[src/rtl/seg7_num_display.sv]
// Multi-digit seven-segment driver: binary value -> decimal (double-dabble) or hex glyphs.
// Latency: WIDTH+1 cycles from load edge in decimal mode, 1 cycle in hex mode.
// Backpressure: load is accepted only while idle (busy=0); load while busy is ignored.
module seg7_num_display #(
    parameter int DIGITS = 4,
    parameter int WIDTH  = 14
) (
    input  logic                  clk,
    input  logic                  rst_n,
    input  logic                  load,
    input  logic [WIDTH-1:0]      value,
    input  logic                  hex_mode,
    input  logic                  blank_lz,
    output logic [7*DIGITS-1:0]   hex,
    output logic                  busy,
    output logic                  done,
    output logic                  overflow
);

    // BCD digits needed to hold any WIDTH-bit value, and hex nibbles covering WIDTH bits
    localparam int ACC  = (WIDTH + 4) / 3;
    localparam int HNIB = (WIDTH + 3) / 4;
    // Padded widths so every displayed digit has a source nibble (missing ones read as 0)
    localparam int NB   = (ACC  > DIGITS) ? ACC  : DIGITS;
    localparam int NV   = (HNIB > DIGITS) ? HNIB : DIGITS;
    localparam int CW   = $clog2(WIDTH + 1);

    localparam logic [6:0] GLYPH_DASH  = 7'b1111110;
    localparam logic [6:0] GLYPH_BLANK = 7'b1111111;

    typedef enum logic [1:0] {IDLE, CONV, UPDATE} state_t;

    state_t              state;
    state_t              state_nxt;
    logic [WIDTH-1:0]    cap_val;
    logic [WIDTH-1:0]    shreg;
    logic                cap_hex;
    logic                cap_blank;
    logic [4*ACC-1:0]    bcd;
    logic [4*ACC-1:0]    bcd_adj;
    logic [CW-1:0]       cnt;
    logic [4*NB-1:0]     bcd_pad;
    logic [4*NV-1:0]     val_pad;
    logic [7*DIGITS-1:0] hex_nxt;
    logic                ovf_nxt;
    logic                lead;
    logic [3:0]          nib;

    function automatic logic [6:0] glyph(input logic [3:0] n);
        case (n)
            4'h0:    glyph = 7'b0000001;
            4'h1:    glyph = 7'b1001111;
            4'h2:    glyph = 7'b0010010;
            4'h3:    glyph = 7'b0000110;
            4'h4:    glyph = 7'b1001100;
            4'h5:    glyph = 7'b0100100;
            4'h6:    glyph = 7'b0100000;
            4'h7:    glyph = 7'b0001111;
            4'h8:    glyph = 7'b0000000;
            4'h9:    glyph = 7'b0001100;
            4'hA:    glyph = 7'b0001000;
            4'hB:    glyph = 7'b1100000;
            4'hC:    glyph = 7'b0110001;
            4'hD:    glyph = 7'b1000010;
            4'hE:    glyph = 7'b0110000;
            default: glyph = 7'b0111000;
        endcase
    endfunction

    assign busy = (state != IDLE);

    // State register
    always_ff @(posedge clk) begin
        if (!rst_n) state <= IDLE;
        else        state <= state_nxt;
    end

    // Next-state: decimal goes through WIDTH shift cycles, hex goes straight to update
    always_comb begin
        state_nxt = state;
        case (state)
            IDLE:    if (load) state_nxt = hex_mode ? UPDATE : CONV;
            CONV:    if (cnt == CW'(WIDTH - 1)) state_nxt = UPDATE;
            UPDATE:  state_nxt = IDLE;
            default: state_nxt = IDLE;
        endcase
    end

    // Add-3 correction applied to every BCD nibble before the shift
    always_comb begin
        bcd_adj = bcd;
        for (int k = 0; k < ACC; k++) begin
            if (bcd[4*k +: 4] >= 4'd5) bcd_adj[4*k +: 4] = bcd[4*k +: 4] + 4'd3;
        end
    end

    // Zero-extend sources so digit indexing never runs off the end
    always_comb begin
        bcd_pad                = '0;
        bcd_pad[4*ACC-1:0]     = bcd;
        val_pad                = '0;
        val_pad[WIDTH-1:0]     = cap_val;
    end

    // Final glyphs and overflow, computed from the captured value / finished BCD
    always_comb begin
        ovf_nxt = 1'b0;
        if (cap_hex) begin
            for (int k = DIGITS; k < NV; k++) begin
                if (val_pad[4*k +: 4] != 4'd0) ovf_nxt = 1'b1;
            end
        end else begin
            for (int k = DIGITS; k < NB; k++) begin
                if (bcd_pad[4*k +: 4] != 4'd0) ovf_nxt = 1'b1;
            end
        end
        hex_nxt = '1;
        lead    = 1'b1;
        nib     = 4'd0;
        // Walk from the most significant digit; lead stays set while all digits so far are 0
        for (int i = DIGITS - 1; i >= 0; i--) begin
            nib  = cap_hex ? val_pad[4*i +: 4] : bcd_pad[4*i +: 4];
            lead = lead & (nib == 4'd0);
            if (ovf_nxt)
                hex_nxt[7*i +: 7] = GLYPH_DASH;
            else if (cap_blank && lead && (i != 0))
                hex_nxt[7*i +: 7] = GLYPH_BLANK;
            else
                hex_nxt[7*i +: 7] = glyph(nib);
        end
    end

    // Capture, shift-add-3 engine and single-edge display update
    always_ff @(posedge clk) begin
        if (!rst_n) begin
            hex       <= '1;
            done      <= 1'b0;
            overflow  <= 1'b0;
            cap_val   <= '0;
            cap_hex   <= 1'b0;
            cap_blank <= 1'b0;
            shreg     <= '0;
            bcd       <= '0;
            cnt       <= '0;
        end else begin
            done <= 1'b0;
            case (state)
                IDLE: begin
                    if (load) begin
                        cap_val   <= value;
                        cap_hex   <= hex_mode;
                        cap_blank <= blank_lz;
                        shreg     <= value;
                        bcd       <= '0;
                        cnt       <= '0;
                    end
                end
                CONV: begin
                    bcd   <= {bcd_adj[4*ACC-2:0], shreg[WIDTH-1]};
                    shreg <= shreg << 1;
                    cnt   <= cnt + CW'(1);
                end
                UPDATE: begin
                    hex      <= hex_nxt;
                    overflow <= ovf_nxt;
                    done     <= 1'b1;
                end
                default: ;
            endcase
        end
    end

endmodule

[config.mk]
export PLATFORM = sky130hd
export DESIGN_NAME = seg7_num_display
export DESIGN_NICKNAME = d
export VERILOG_FILES = /design/src/rtl/seg7_num_display.sv
export SDC_FILE = /design/constraint.sdc
export NUM_CORES = 1
export LEC_CHECK = 0
export ABC_CLOCK_PERIOD_IN_PS = 6700
export BUFFER_PORTS_ARGS = -buffer_cell sky130_fd_sc_hd__buf_2
export CAP_MARGIN = 10
export CORE_ASPECT_RATIO = 0.9
export CORE_MARGIN = 2
export CORE_UTILIZATION = 41
export CTS_BUF_LIST = sky130_fd_sc_hd__clkbuf_8
export DETAILED_ROUTE_END_ITERATION = 12
export PLACE_DENSITY_LB_ADDON = 0.3
export SKIP_CTS_REPAIR_TIMING = 1
export SYNTH_ARGS = -nofsm -noshare
export SYNTH_HDL_FRONTEND = slang
export SYNTH_SLANG_ARGS = --single-unit
[constraint.sdc]
create_clock -name clk -period 6.7 [get_ports clk]
set_input_delay 0.335 -clock clk [delete_from_list [all_inputs] [get_ports clk]]
set_output_delay 0.335 -clock clk [all_outputs]
set_load 0.05 [all_outputs]
==> results_dict.tcl, run 1 <==
set metrics [dict create \
    gp_congestion 0.884 \
    nets 713 \
    grt_max_degree 62 \
    yosysSeqAreaShare 0.361 \
    die_y_microns 109 \
    max_clock_freq_mhz 348 \
    hold_violations 0 \
    max_stage_delay_ns 0.41 \
    synth_seq_cells 90 \
    grt-ovfl-total 0 \
    fin_crit_sh 0.429 \
    synthFlopType "dfxtp_1" \
    critPathTopFamily "compound AO/OA/AOI/OAI gates" \
    start_util 0.417 \
    ios 50 \
    vias_per_cell 5.30 \
    netlist_area_sq_um 4990 \
    cts_made_buffers 9 \
    initialDrtViolationCount 248 \
    yosys-top-cells-count "nand2_1, dfxtp_1, a21oi_1" \
    die_w_microns 120 \
    grt_usage 0.186 \
    grt_pass1_vias 4024 \
    syn_nets 681 \
    clock-root-buffer "clkbuf_8" \
    fin_skew_ns 0.0134 \
    port_buffers 49 \
    yosysMostFrequentCell "nand2_1" \
    avgSynthCellArea_sq_um 8.02 \
    rrSetupSlack_ns 3.83 \
    rows 38 \
    diodes 0 \
    crit_path_start_kind "register" \
    p_leak_uw 0.00211 \
    setup_violations 0 \
    min_period_ns 2.87 \
    cp_slowest_cell "buf_4" \
    via_count 4345 \
    critPathBufInv 2 \
    first_pass_iters 5 \
    critPathMaxFanout 43 \
    cp_cell_sequence "buf_4 > nand2_1 > o21ai_0 > inv_1 > ha_1 > and3_2 > o211a_1 > or3_4 > o32a_1" \
    drive_gt1_frac 0.136 \
    hpwl_microns 8480 \
    clk_path_buf_depth 2 \
    clock_latency_ns 0.37 \
    antenna_found_initial 0 \
    drt-total-wl_microns 11800 \
    path_class "register to register" \
    path_clk_slew_ns 0.09 \
    whs_ns 0.226 \
    nFillCells 1204 \
    cp-end-kind "register" \
    cts_tree "built" \
    synth_edf_count 0 \
    die_area_sq_um 13100 \
    max-cap-violations 0 \
    min_path_type "primary input to register" \
    slew_headroom 0.532 \
    synthCells 623 \
    setup_tns_ns 0 \
    irDropWorstVdd_v 0.000106 \
    area_growth_pct 11.1 \
    cts.sinks 90 \
    rsz0062_at_grt "no" \
    grt_pass1_wl_microns 19600 \
    htree_levels 3 \
    yosys.area.top_type "dfxtp_1" \
    tightest_slew_ns 0.682 \
    cp_data_required_time_ns 6.95 \
    p_per_area_nw_per_um2 216 \
    yosys_warnings 0 \
    slew_viol_final 0 \
    yosys.cell_types.count 57 \
    ant_nets 0 \
    synth_area_leaders "dfxtp_1, ha_1, nand2_1, a21oi_1, o21ai_0" \
    status "complete, no violations" \
    core_area_sq_um 12000 \
    drc_errors 0 \
    cp.arrival_ns 3.13 \
    synth.top_cell.area_share 0.361 \
    async_reset_ff_frac 0 \
    wire_per_inst_microns 14.4 \
]
-- per-layer routing --
metal  part of all wire  GRT usage
met1               0.48      0.239
met5                  0          0
met3              0.047     0.0492
met4              0.014     0.0440
met2               0.46      0.314
-- report_power, final --
group	switching (uW)	total, uW	internal (uW)	leakage [uW]
clock network	198	419	221	0.000112
logic	142	194	52.6	0.00127
registers	19.5	584	565	0.000735
-- cells in the final DEF, fill, tap and decap left out, types with 3 or more instances in the layout --
| master | synthesis | final |
|---|---|---|
| a211oi_1 | 9 | 9 |
| a21oi_1 | 65 | 65 |
| a31oi_1 | 27 | 27 |
| and2_1 | 9 | 9 |
| buf_2 | 6 | 49 |
| buf_4 | 0 | 6 |
| clkbuf_8 | 1 | 10 |
| dfxtp_1 | 90 | 90 |
| ha_1 | 39 | 39 |
| inv_1 | 28 | 28 |
| mux2_2 | 10 | 10 |
| mux2i_1 | 13 | 13 |
| nand2_1 | 94 | 94 |
| nand2b_1 | 11 | 11 |
| nand3_1 | 23 | 23 |
| nor2_1 | 46 | 46 |
| nor2b_1 | 5 | 4 |
| nor3_1 | 16 | 16 |
| o21a_1 | 3 | 3 |
| o21ai_0 | 41 | 41 |
| o22a_1 | 4 | 4 |
| o32a_1 | 7 | 7 |
| xnor2_1 | 6 | 6 |
| xor2_1 | 5 | 5 |
-- sequential cells by signal (all words and copies together), names as in the netlist --
name / cells
cnt: 4
cap_val: 14
overflow: 1
cap_hex: 1
done: 1
state: 2
cap_blank: 1
hex: 28
bcd: 24
shreg: 14
-- worst register-to-register path, cell delays in order (launching register included) --
cell and delay (ns):
dfxtp_1 0.36, buf_4 0.41, nand2_1 0.18, o21ai_0 0.28, inv_1 0.18, ha_1 0.28
and3_2 0.20, o211a_1 0.16, or3_4 0.36, o32a_1 0.35
-- per-stage QoR --
| step | total power (uW) | area, sq um | setup slack [ns] | cells | utilization |
|---|---|---|---|---|---|
| global placement | 789 | 5320 | 4.04 | 804 | 0.444 |
| detailed placement | 792 | 5320 | 3.88 | 804 | 0.444 |
| CTS | 1210 | 5550 | 3.85 | 820 | 0.463 |
| global route | 1260 | 5550 | 3.63 | 820 | 0.463 |
| floorplan | 742 | 4990 | 4.18 | 623 | - |
| finish | 1200 | 5550 | 3.83 | 820 | 0.463 |
-- cells by family (layout without fill, tap and decap cells) --
| kind of cell | Yosys count | count (layout) | synth area share |
|---|---|---|---|
| AND/OR/NAND/NOR | 215 | 215 | 0.196 |
| AO/OA/AOI/OAI | 182 | 182 | 0.223 |
| flip-flops | 90 | 90 | 0.361 |
| buffers and inverters | 63 | 100 | 0.0549 |
| adder cells (fa/ha/maj) | 39 | 39 | 0.0977 |
| multiplexers | 23 | 23 | 0.0486 |
| XOR/XNOR | 11 | 11 | 0.0193 |
-- final timing paths --
path                         endpoint  cells after the start            startpoint
min          cap_val[12]$_SDFFE_PN0P_                      3             value[12]
max              hex[16]$_SDFFE_PN1P_                      9  cap_hex$_SDFFE_PN0P_
max reg2reg      hex[16]$_SDFFE_PN1P_                      9  cap_hex$_SDFFE_PN0P_
min reg2reg      hex[17]$_SDFFE_PN1P_                      2  hex[17]$_SDFFE_PN1P_
-- area by class of cell --
type                    count  area, sq um  share of cell area
inverters                  29          109              0.0196
clock buffers              10          138              0.0248
multi-input cells         470         2920               0.526
clock inverters             6         90.1              0.0162
flip-flops and latches     90         1800               0.325
repair buffers             55          290              0.0523
well taps                 160          200              0.0361
No activity file was read; power rests on OpenSTA's default activity.
==> run 2, diff against run 1 <==
Settings changed: ABC_AREA from default to 1, ABC_CLOCK_PERIOD_IN_PS 6700 to 2650.
Clock period 6.7 ns to 2.65 ns, I/O delays scaled along.
==> run 2 against run 1 <==
Register-to-register slack worse by 3.3 ns; sequential share of layout area decreased by 1.9 points; clock power rose by 140%; non-clock buffer count is 3 higher; fmax increased by 35%; highest routed layer unchanged.
==> results_dict.tcl, run 2 <==
set metrics [dict create \
    clock_latency_ns 0.39 \
    yosysMostFrequentCell "nand2_1" \
    antenna_found_initial 0 \
    fin_crit_sh 0.801 \
    final_cell_mix "nand2_1, dfxtp_1, a21oi_1" \
    die_w_microns 124 \
    port_buffers 49 \
    top_regs "hex (28), bcd (24)" \
    crit_path_start_kind "register" \
    grt_pass1_wl_microns 21400 \
    drive_gt1_frac 0.144 \
    setup_tns_ns 0 \
    first_pass_iters 5 \
    gp_congestion 0.915 \
    regArea_sq_um 1800 \
    grt_pass1_vias 4449 \
    die_area_sq_um 13900 \
    async_reset_ff_frac 0 \
    clock-root-buffer "clkbuf_8" \
    yosys.area.top_type "dfxtp_1" \
    path_class "register to register" \
    hold_violations 0 \
    nets 866 \
    diodes 0 \
    dp_cells 960 \
    regMostFlops "hex" \
    critPathCapture "hex[9]$_SDFFE_PN1P_" \
    hpwl_microns 9060 \
    fin_cells 977 \
    final_common_cell "nand2_1" \
    netlist_area_sq_um 5320 \
    timing.final.ws_setup_ns 0.527 \
    r2r_end "hex[9]$_SDFFE_PN1P_" \
    cts.sinks 90 \
    synth_area_leaders "dfxtp_1, nand2_1, ha_1, a21oi_1, nand3_1" \
    grt_usage 0.192 \
    core_area_sq_um 12700 \
    multiInputGateArea_sq_um 3090 \
    grt-ovfl-total 0 \
    syn_nets 825 \
    ant_nets 0 \
    p_per_area_nw_per_um2 535 \
    fin_skew_ns 0.0110 \
    yosys_warnings 0 \
    area_growth_pct 10.8 \
    rows 39 \
    grt_max_degree 44 \
    slew_viol_final 0 \
    synth.top_cell.area_share 0.339 \
    synth_edf_count 0 \
    nFillCells 1337 \
    finalPower_uw 3150 \
    wire_per_inst_microns 12.7 \
    cp-end-kind "register" \
    yosys.cell_types.count 37 \
    min_path_type "primary input to register" \
    status "complete, no violations" \
    max_clock_freq_mhz 471 \
    worst-r2r-cell-count 14 \
    p_leak_uw 0.00248 \
    rsz0062_at_grt "no" \
    cp_data_required_time_ns 2.98 \
    largest_reg_flops 28 \
    vias_per_cell 5.01 \
    initialDrtViolationCount 334 \
    synthFlopType "dfxtp_1" \
    synth_seq_cells 90 \
    die_y_microns 112 \
    start_util 0.419 \
    drc_errors 0 \
    yosysSeqAreaShare 0.339 \
    via_count 4893 \
    irDropWorstVdd_v 0.000371 \
    tightest_slew_ns 0.589 \
    clk_path_buf_depth 2 \
    yosys-top-cells-count "nand2_1, dfxtp_1, a21oi_1" \
    setup_violations 0 \
    avgSynthCellArea_sq_um 6.93 \
    max-cap-violations 0 \
    drt-total-wl_microns 12400 \
    utilization 0.464 \
    htree_levels 3 \
    cp.arrival_ns 2.45 \
    ios 50 \
    slew_headroom 0.607 \
    cts_made_buffers 9 \
    rrSetupSlack_ns 0.53 \
    path_clk_slew_ns 0.10 \
    critPathLaunch "cap_hex$_SDFFE_PN0P_" \
    min_period_ns 2.12 \
    cts_tree "built" \
    r2r-start "cap_hex$_SDFFE_PN0P_" \
    synthCells 767 \
    dp_slack_ns 0.565 \
    critPathMaxFanout 20 \
]
run 2: kinds of logic (layout without fill, tap and decap cells):
group	Yosys count	count (layout)	share of synthesized area
fa+ha+maj	39	39	0.0917
simple gates	384	384	0.322
buf+inv	100	146	0.0812
flops	90	90	0.339
compound gates	149	149	0.159
xor+xnor	5	5	0.00823
run 2: worst min path at each step:
stage             start                       to  slack (ns)  cells after the start
3_3_place_gp   blank_lz   cap_blank$_SDFFE_PN0P_        0.37                      3
3_5_place_dp   blank_lz   cap_blank$_SDFFE_PN0P_        0.38                      3
2_1_floorplan     rst_n      hex[4]$_SDFFE_PN1P_        0.20                      1
4_1_cts        blank_lz   cap_blank$_SDFFE_PN0P_       -0.04                      3
5_1_grt        value[9]  cap_val[9]$_SDFFE_PN0P_       0.005                      3
6_report       value[9]  cap_val[9]$_SDFFE_PN0P_        0.02                      3
run 2: critical path: stages, from the launching register on:
cell and delay (ns):
dfxtp_1 0.33, buf_4 0.28, inv_8 0.12, nor2_1 0.13, nor2_2 0.07, inv_1 0.14
ha_1 0.23, nand2_1 0.12, inv_1 0.11, nand3_4 0.10, nor2_8 0.14, nand2_4 0.08
nand3_1 0.09, nand2_1 0.05, nand2_1 0.05
run 2: per-layer routing:
layer / track usage / wire [microns]
met5: 0 / 0
met4: 0.0659 / 275
met3: 0.0427 / 534
met2: 0.293 / 5440
met1: 0.268 / 6160
run 2: metrics by stage:
stage / hold slack, ns / area, sq um
2_1_floorplan: 0.201 / 5320
3_3_place_gp: 0.374 / 5680
3_5_place_dp: 0.380 / 5680
4_1_cts: -0.0378 / 5880
5_1_grt: 0.00497 / 5890
6_report: 0.0183 / 5890
run 2: report_power, final:
part / leakage [uW] / total, uW / switching [uW] / internal (uW)
sequential: 0.000735 / 1470 / 46.5 / 1430
clock: 0.000108 / 1010 / 556 / 457
combinational: 0.00164 / 665 / 481 / 184
run 2: cell type report:
cell class,instances,area share
inverters,72,0.0471
well taps,164,0.0348
repair buffers,58,0.0535
clock buffers,9,0.0210
flip-flops and latches,90,0.306
multi-input cells,577,0.524
clock inverters,7,0.0142
